`src/rtl/ro_puf_pkg.sv`:
```
// Shared definitions for the ring-oscillator PUF chain: FSM encoding and default
// sizing so that compare logic and counter instances agree.
package ro_puf_pkg;

  localparam int unsigned RO_GATE_CYCLES_DEF = 100000;
  localparam int unsigned RO_CNT_W_DEF       = 20;
  localparam int unsigned RO_SYNC_STAGES_DEF = 2;

  typedef enum logic [1:0] {
    ST_IDLE  = 2'd0,
    ST_ARM   = 2'd1,
    ST_COUNT = 2'd2,
    ST_DONE  = 2'd3
  } ro_state_e;

  // Width of a down-counter that must hold values 0..cycles-1.
  function automatic int unsigned ro_gate_w(input int unsigned cycles);
    return (cycles > 1) ? $clog2(cycles) : 1;
  endfunction

endpackage

```
`src/rtl/ro_sync_edge.sv`:
```
// Multi-flop synchronizer for an asynchronous RO signal plus a previous-sample
// register; emits a one-cycle pulse on each synchronized rising edge.
module ro_sync_edge
  import ro_puf_pkg::*;
#(
  parameter int unsigned SYNC_STAGES = RO_SYNC_STAGES_DEF
) (
  input  logic clk,
  input  logic reset,
  input  logic async_i,
  output logic rise_o
);

  logic [SYNC_STAGES-1:0] sync_q;
  logic                   prev_q;

  // NOTE: sequential state uses non-blocking assignments so every flop samples
  // the pre-edge value of its neighbour; blocking here would collapse the chain.
  always_ff @(posedge clk) begin
    if (reset) begin
      sync_q <= '0;
      prev_q <= 1'b0;
    end else begin
      sync_q <= {sync_q[SYNC_STAGES-2:0], async_i};
      prev_q <= sync_q[SYNC_STAGES-1];
    end
  end

  assign rise_o = sync_q[SYNC_STAGES-1] & ~prev_q;

endmodule

```
`src/rtl/ro_freq_counter.sv`:
```
// Counts synchronized rising edges of ro_in over a GATE_CYCLES clk window.
// Build option RO_FREQ_SAT_EN: saturate the edge counter instead of wrapping.
module ro_freq_counter
  import ro_puf_pkg::*;
#(
  parameter int unsigned GATE_CYCLES = RO_GATE_CYCLES_DEF,
  parameter int unsigned CNT_W       = RO_CNT_W_DEF,
  parameter int unsigned SYNC_STAGES = RO_SYNC_STAGES_DEF
) (
  input  logic             clk,
  input  logic             reset,
  input  logic             ro_in,
  input  logic             start,
  output logic             busy,
  output logic             done,
  output logic [CNT_W-1:0] count,
  output logic             overflow
);

  localparam int unsigned       GATE_W    = ro_gate_w(GATE_CYCLES);
  localparam logic [GATE_W-1:0] GATE_LOAD = GATE_W'(GATE_CYCLES - 1);
  localparam logic [CNT_W-1:0]  CNT_MAX   = '1;

  ro_state_e         state_q, state_d;
  logic [GATE_W-1:0] gate_q, gate_d;
  logic [CNT_W-1:0]  edge_cnt_q, edge_cnt_d;
  logic              ovf_q, ovf_d;
  logic [CNT_W-1:0]  count_q, count_d;
  logic              overflow_q, overflow_d;
  logic              rise;

  ro_sync_edge #(
    .SYNC_STAGES (SYNC_STAGES)
  ) u_sync_edge (
    .clk     (clk),
    .reset   (reset),
    .async_i (ro_in),
    .rise_o  (rise)
  );

  always_ff @(posedge clk) begin
    if (reset) begin
      state_q    <= ST_IDLE;
      gate_q     <= '0;
      edge_cnt_q <= '0;
      ovf_q      <= 1'b0;
      count_q    <= '0;
      overflow_q <= 1'b0;
    end else begin
      state_q    <= state_d;
      gate_q     <= gate_d;
      edge_cnt_q <= edge_cnt_d;
      ovf_q      <= ovf_d;
      count_q    <= count_d;
      overflow_q <= overflow_d;
    end
  end

  // NOTE: every signal driven here gets a hold-value default first, so no path
  // through the case leaves one unassigned and no latch is inferred.
  always_comb begin
    state_d    = state_q;
    gate_d     = gate_q;
    edge_cnt_d = edge_cnt_q;
    ovf_d      = ovf_q;
    count_d    = count_q;
    overflow_d = overflow_q;

    unique case (state_q)
      ST_IDLE: begin
        if (start) state_d = ST_ARM;
      end
      ST_ARM: begin
        edge_cnt_d = '0;
        ovf_d      = 1'b0;
        gate_d     = GATE_LOAD;
        state_d    = ST_COUNT;
      end
      ST_COUNT: begin
        if (rise) begin
          if (edge_cnt_q == CNT_MAX) begin
            ovf_d = 1'b1;
`ifdef RO_FREQ_SAT_EN
            edge_cnt_d = CNT_MAX;
`else
            edge_cnt_d = '0;
`endif
          end else begin
            edge_cnt_d = edge_cnt_q + 1'b1;
          end
        end
        if (gate_q == '0) begin
          // Latch the result from the next-state value so the final window
          // cycle's edge is included and count is valid alongside done.
          count_d    = edge_cnt_d;
          overflow_d = ovf_d;
          state_d    = ST_DONE;
        end else begin
          gate_d = gate_q - 1'b1;
        end
      end
      ST_DONE: begin
        state_d = ST_IDLE;
      end
      default: begin
        state_d = ST_IDLE;
      end
    endcase
  end

  assign busy     = (state_q == ST_ARM) || (state_q == ST_COUNT);
  assign done     = (state_q == ST_DONE);
  assign count    = count_q;
  assign overflow = overflow_q;

endmodule

```
`config.mk`:
```
export PLATFORM = sky130hd
export DESIGN_NAME = ro_freq_counter
export DESIGN_NICKNAME = d
export VERILOG_FILES = /design/src/rtl/ro_puf_pkg.sv /design/src/rtl/ro_sync_edge.sv /design/src/rtl/ro_freq_counter.sv
export SDC_FILE = /design/constraint.sdc
export NUM_CORES = 1
export LEC_CHECK = 0
export CAP_MARGIN = 20
export CORE_MARGIN = 3
export CORE_UTILIZATION = 25
export CTS_BUF_LIST = sky130_fd_sc_hd__clkbuf_4
export CTS_CLUSTER_DIAMETER = 100
export CTS_CLUSTER_SIZE = 28
export DETAILED_ROUTE_END_ITERATION = 10
export MAX_ROUTING_LAYER = met4
export PLACE_DENSITY_LB_ADDON = 0.15
export SYNTH_ARGS = -nofsm -noshare
export SYNTH_HDL_FRONTEND = slang
export SYNTH_SLANG_ARGS = --single-unit
export TNS_END_PERCENT = 100
```
`constraint.sdc`:
```
create_clock -name clk -period 2.3 [get_ports clk]
set_input_delay 0.345 -clock clk [delete_from_list [all_inputs] [get_ports clk]]
set_output_delay 0.345 -clock clk [all_outputs]
set_load 0.01 [all_outputs]
```
# Word level (Yosys, flattened, before mapping)
# Index checks and enable logic that the tools add are counted.
# classes
add_sub_neg	2
n_eq_ne	7
n_mux	11
reduce_logical	7
bitwise_logic	2
# op_table
operator	n
$mux 20	2
$pmux 20 s2	1
$pmux 17 s2	1
$add 20x1->20 const B	1
$eq 20x20->1 const B	1
$logic_not 17->1	1
$mux 17	1
$sub 17x1->17 const B	1
$pmux 2 s4	1
$ne 2x2->1 const B	3
$reduce_and 2->1	3
$eq 2x2->1 const B	2
$mux 2	2
$eq 2x1->1 const B	1
$logic_not 2->1	1
$mux 1	2
$pmux 1 s2	1
$reduce_bool 2->1	1
$and 1x1->1	1
$logic_or 1x1->1	1
$not 1->1	1
# totals
ff_bits	64
wordCells	37
inputBits	4

# Logic depth before layout (Yosys ltp)
# depth
word_depth	4
ltp_mapped	9
ltp_nobuf	7

# Modules after synthesis
# From an unflattened synthesis, not the netlist that was laid out.
# hier_totals
hier_cells	392
hier_area_um2	3248.1
# by_module_without_submodules
mod	area_each_um2	seq_area_each_um2	n_inst	cells_each
ro_freq_counter	3160.5	1221.2	1	385
ro_sync_edge	87.6	60.1	1	7

# Worst setup path after synthesis
# Ideal clock, no wire load.
# synth_timing
path_type	flip-flop to flip-flop
start	reg gate_q[0]
end	reg count_q[5] (netlist: count[5])
t_arrival_ns	1.981
n_path_buf	2
setup_slack_ns	0.251
setup_ns	0.068
path_stages_with_launch	10
path_cell_list	dfxtp_1 > inv_1 > ha_1 > nor3b_1 > and2_1 > and3_1 > buf_4 > or3b_1 > buf_6 > o2bb2ai_2
# synth_via
elab_chain_len	2
# synth_lines
item	line_no	text
from (decl)	ro_freq_counter.sv:25	logic [GATE_W-1:0] gate_q, gate_d;
from (signal assigned)	ro_freq_counter.sv:51	gate_q <= gate_d;
$logic_not 17->1	ro_freq_counter.sv:92	if (gate_q == '0) begin
$reduce_and 2->1 (no line)	-	
to (signal assigned)	ro_freq_counter.sv:54	count_q <= count_d;
to (decl)	ro_freq_counter.sv:28	logic [CNT_W-1:0] count_q, count_d;
# Every way passes these cells.
# A chain may end at the register's enable or synchronous reset.

# Final worst setup path
# layout_timing
start	reg gate_q[0]
end	reg count_q[11] (netlist: count[11])
# The elaborated chain is that of the path after synthesis.

==> metrics <==
status finished, final reports clean; root buf cell clkbuf_4; worst setup margin 150 ps; Tcrit/Tclk final 0.935; CORE AREA 12100 um2; Clock Skew between 20 and 25 ps; Area Overhead vs Synth 26.3%; syn_area_per_cell 8.88 um2; mux cell area share after synthesis 0.00958; final design utilization 0.327; hpwl dp 5.87 mm; Syn Nets about 360; Initial Util 0.259; initial antenna violation count 0; Worst setup EP type flip-flop; Ant. Diodes 0; CP arrival 2520 ps; Achievable Freq 465 MHz; Max Buffers Root-to-Sink 2; 1st-pass router iterations 4; synth cell count leaders dfxtp_1, nor2_1, nand2_1; Post-CTS Hold Fix Bufs 0; PD cells 987 nW/um2; first-pass GRT wire length 13.9 mm; CTS tree done; synth top area cells dfxtp_1, nor2_1, xnor2_1; Setup WS pre-CTS 77.8 ps; nets slightly above 400; CP Max Fanout 8; worst skew pair latency 440 ps; Primary FF master, synth dfxtp_1; Lkg Pwr 1.33 nW; XOR/XNOR share of the synthesized area 0.0727; Synth top area share 0.409; Post-Synth Simple-Gate Area 0.239; die height 118 um; setup bufs post-CTS 0; Final setup viols 0; CTS Sinks 64; pin count of the biggest net entering global routing 27; GPL Wtd Cong 0.751; layout cells sized above 1 0.166; RSZ-0062 raised after global routing no; crit path launch gate_q[0]; post-route ant nets 0; crit path launch type flip-flop; setup TNS 0 ps; peak supply drop 0.389 mV; RR Startpoint gate_q[0]; Port Buffers 26; number of synthesized flops with an enable pin 0; max_cap viols 0; Synth area leader dfxtp_1; Hold Path Class reg -> reg; ys async rst share 0; minimum clock period roughly 2200 ps; cell with the most instances after synthesis dfxtp_1; Fin Hold WS 457 ps; Synth warnings 0; min-delay src u_sync_edge.sync_q[0]; Seq/Total Area, Yosys 0.409; Worst EP required 2670 ps; Max Slew Vio Count 0; Synth Area in Compound Gates 0.205; Synth Area in Adders 0.0240; relative slew slack 0.469; GRT Total Usage 0.129; register bit total from synthesis between 60 and 70; Synth cell types 50; CTS buffer count 9; # fillers 1295; Netlist Area Pre-Place 3130 um2; crit path kind reg -> reg; GRT overflow 0; DR DRC count 0; vias in the first global route approximately 2.6k; die width ~120 um; Worst Tran Pin Value between 700 and 800 ps; Clk pin slew, worst setup/hold paths approximately 110 ps; H-tree depth 3; DR WL/cell 14.1 um; Rows 40; vias 2677; I/O pin count 27; main combinational cell family by area after synthesis simple AND/OR/NAND/NOR gates; Total Wirelength 8.13 mm; synthesized instance count 353; DIE AREA 13900 um2; Hold Fails Final Rpt 0; drt first-iter violations 136; vias per cell roughly 4.6
## routing by layer
| layer | global-route usage | wire length [um] |
|---|---|---|
| met4 | 0.0630 | 167 |
| met5 | - | 0 |
| met2 | 0.167 | 3200 |
| met1 | 0.184 | 4420 |
| met3 | 0.0317 | 343 |
## sequential cells by signal (all words and copies together) (netlist names)
signal              cells
edge_cnt_q             20
state_q                 2
u_sync_edge.sync_q      2
ovf_q                   1
count                  20
overflow                1
u_sync_edge.prev_q      1
gate_q                 17
## through the flow
| step | total power, mW | cells | area [um2] |
|---|---|---|---|
| 2_1_floorplan | 2.39 | 353 | 3130 |
| 3_3_place_gp | 3.00 | 561 | 3770 |
| 3_5_place_dp | 3.00 | 561 | 3770 |
| 4_1_cts | 3.94 | 577 | 3940 |
| 5_1_grt | 4.21 | 577 | 3960 |
| 6_report | 3.91 | 577 | 3960 |
## cells in the final DEF (no fill, tap or decap), types with 5 or more instances in the layout
cell / n
buf_4: 30
nand2b_1: 7
nand2_1: 29
o211ai_1: 6
inv_1: 12
xnor2_1: 14
o2bb2ai_2: 8
dfxtp_1: 62
nand4_1: 6
a21oi_1: 21
a211oi_1: 14
o21ai_0: 10
nor2_1: 35
nor3_1: 10
clkbuf_4: 10
nor4_1: 5
clkdlybuf4s50_1: 25
nand3b_1: 5
xor2_1: 12
a31oi_1: 14
ha_1: 6
## worst max-delay path: stages, from the launching register on
cell	delay [ps]
dfxtp_1	430
inv_1	70
ha_1	230
nor3b_2	180
and2_1	180
and3_1	240
nor2_1	620
o2bb2ai_2	150
## final timing paths
path,endpoint,slack [ps],cells after the start
min reg2reg,u_sync_edge.sync_q[1],460,1
min,u_sync_edge.sync_q[1],460,1
max,count[11],150,7
max reg2reg,count[11],150,7
## report_power, final
group | internal [mW] | switching, mW | total (mW) | leakage, nW
sequential | 1.26 | 0.148 | 1.41 | 0.519
combinational | 0.702 | 0.909 | 1.61 | 0.734
clock | 0.447 | 0.439 | 0.887 | 0.0800
total | 2.41 | 1.50 | 3.91 | 1.33
## kinds of logic (layout without fill, tap and decap cells)
logic type	Yosys count	after routing
AND/OR/NAND/NOR	136	136
AO/OA/AOI/OAI	88	88
flip-flops	64	64
buffers and inverters	30	86
XOR/XNOR	26	26
adder cells (fa/ha/maj)	6	6
multiplexers	3	3
## layout make-up
| cell class | instances | area (um2) | share of cell area |
|---|---|---|---|
| clock buffer | 10 | 75.1 | 0.0190 |
| multi-input combinational | 259 | 1740 | 0.440 |
| inverter | 12 | 45.0 | 0.0114 |
| clock inverter | 6 | 83.8 | 0.0212 |
| sequential | 64 | 1280 | 0.324 |
| timing repair buffer | 58 | 519 | 0.131 |
| tap | 168 | 210 | 0.0531 |
## timing repair
action                                  in CTS  in global routing
pin swaps                                    0                  0
endpoints found under the setup margin       1                 25
resized for setup                            5                  2
(Power assumes the default switching activity.)
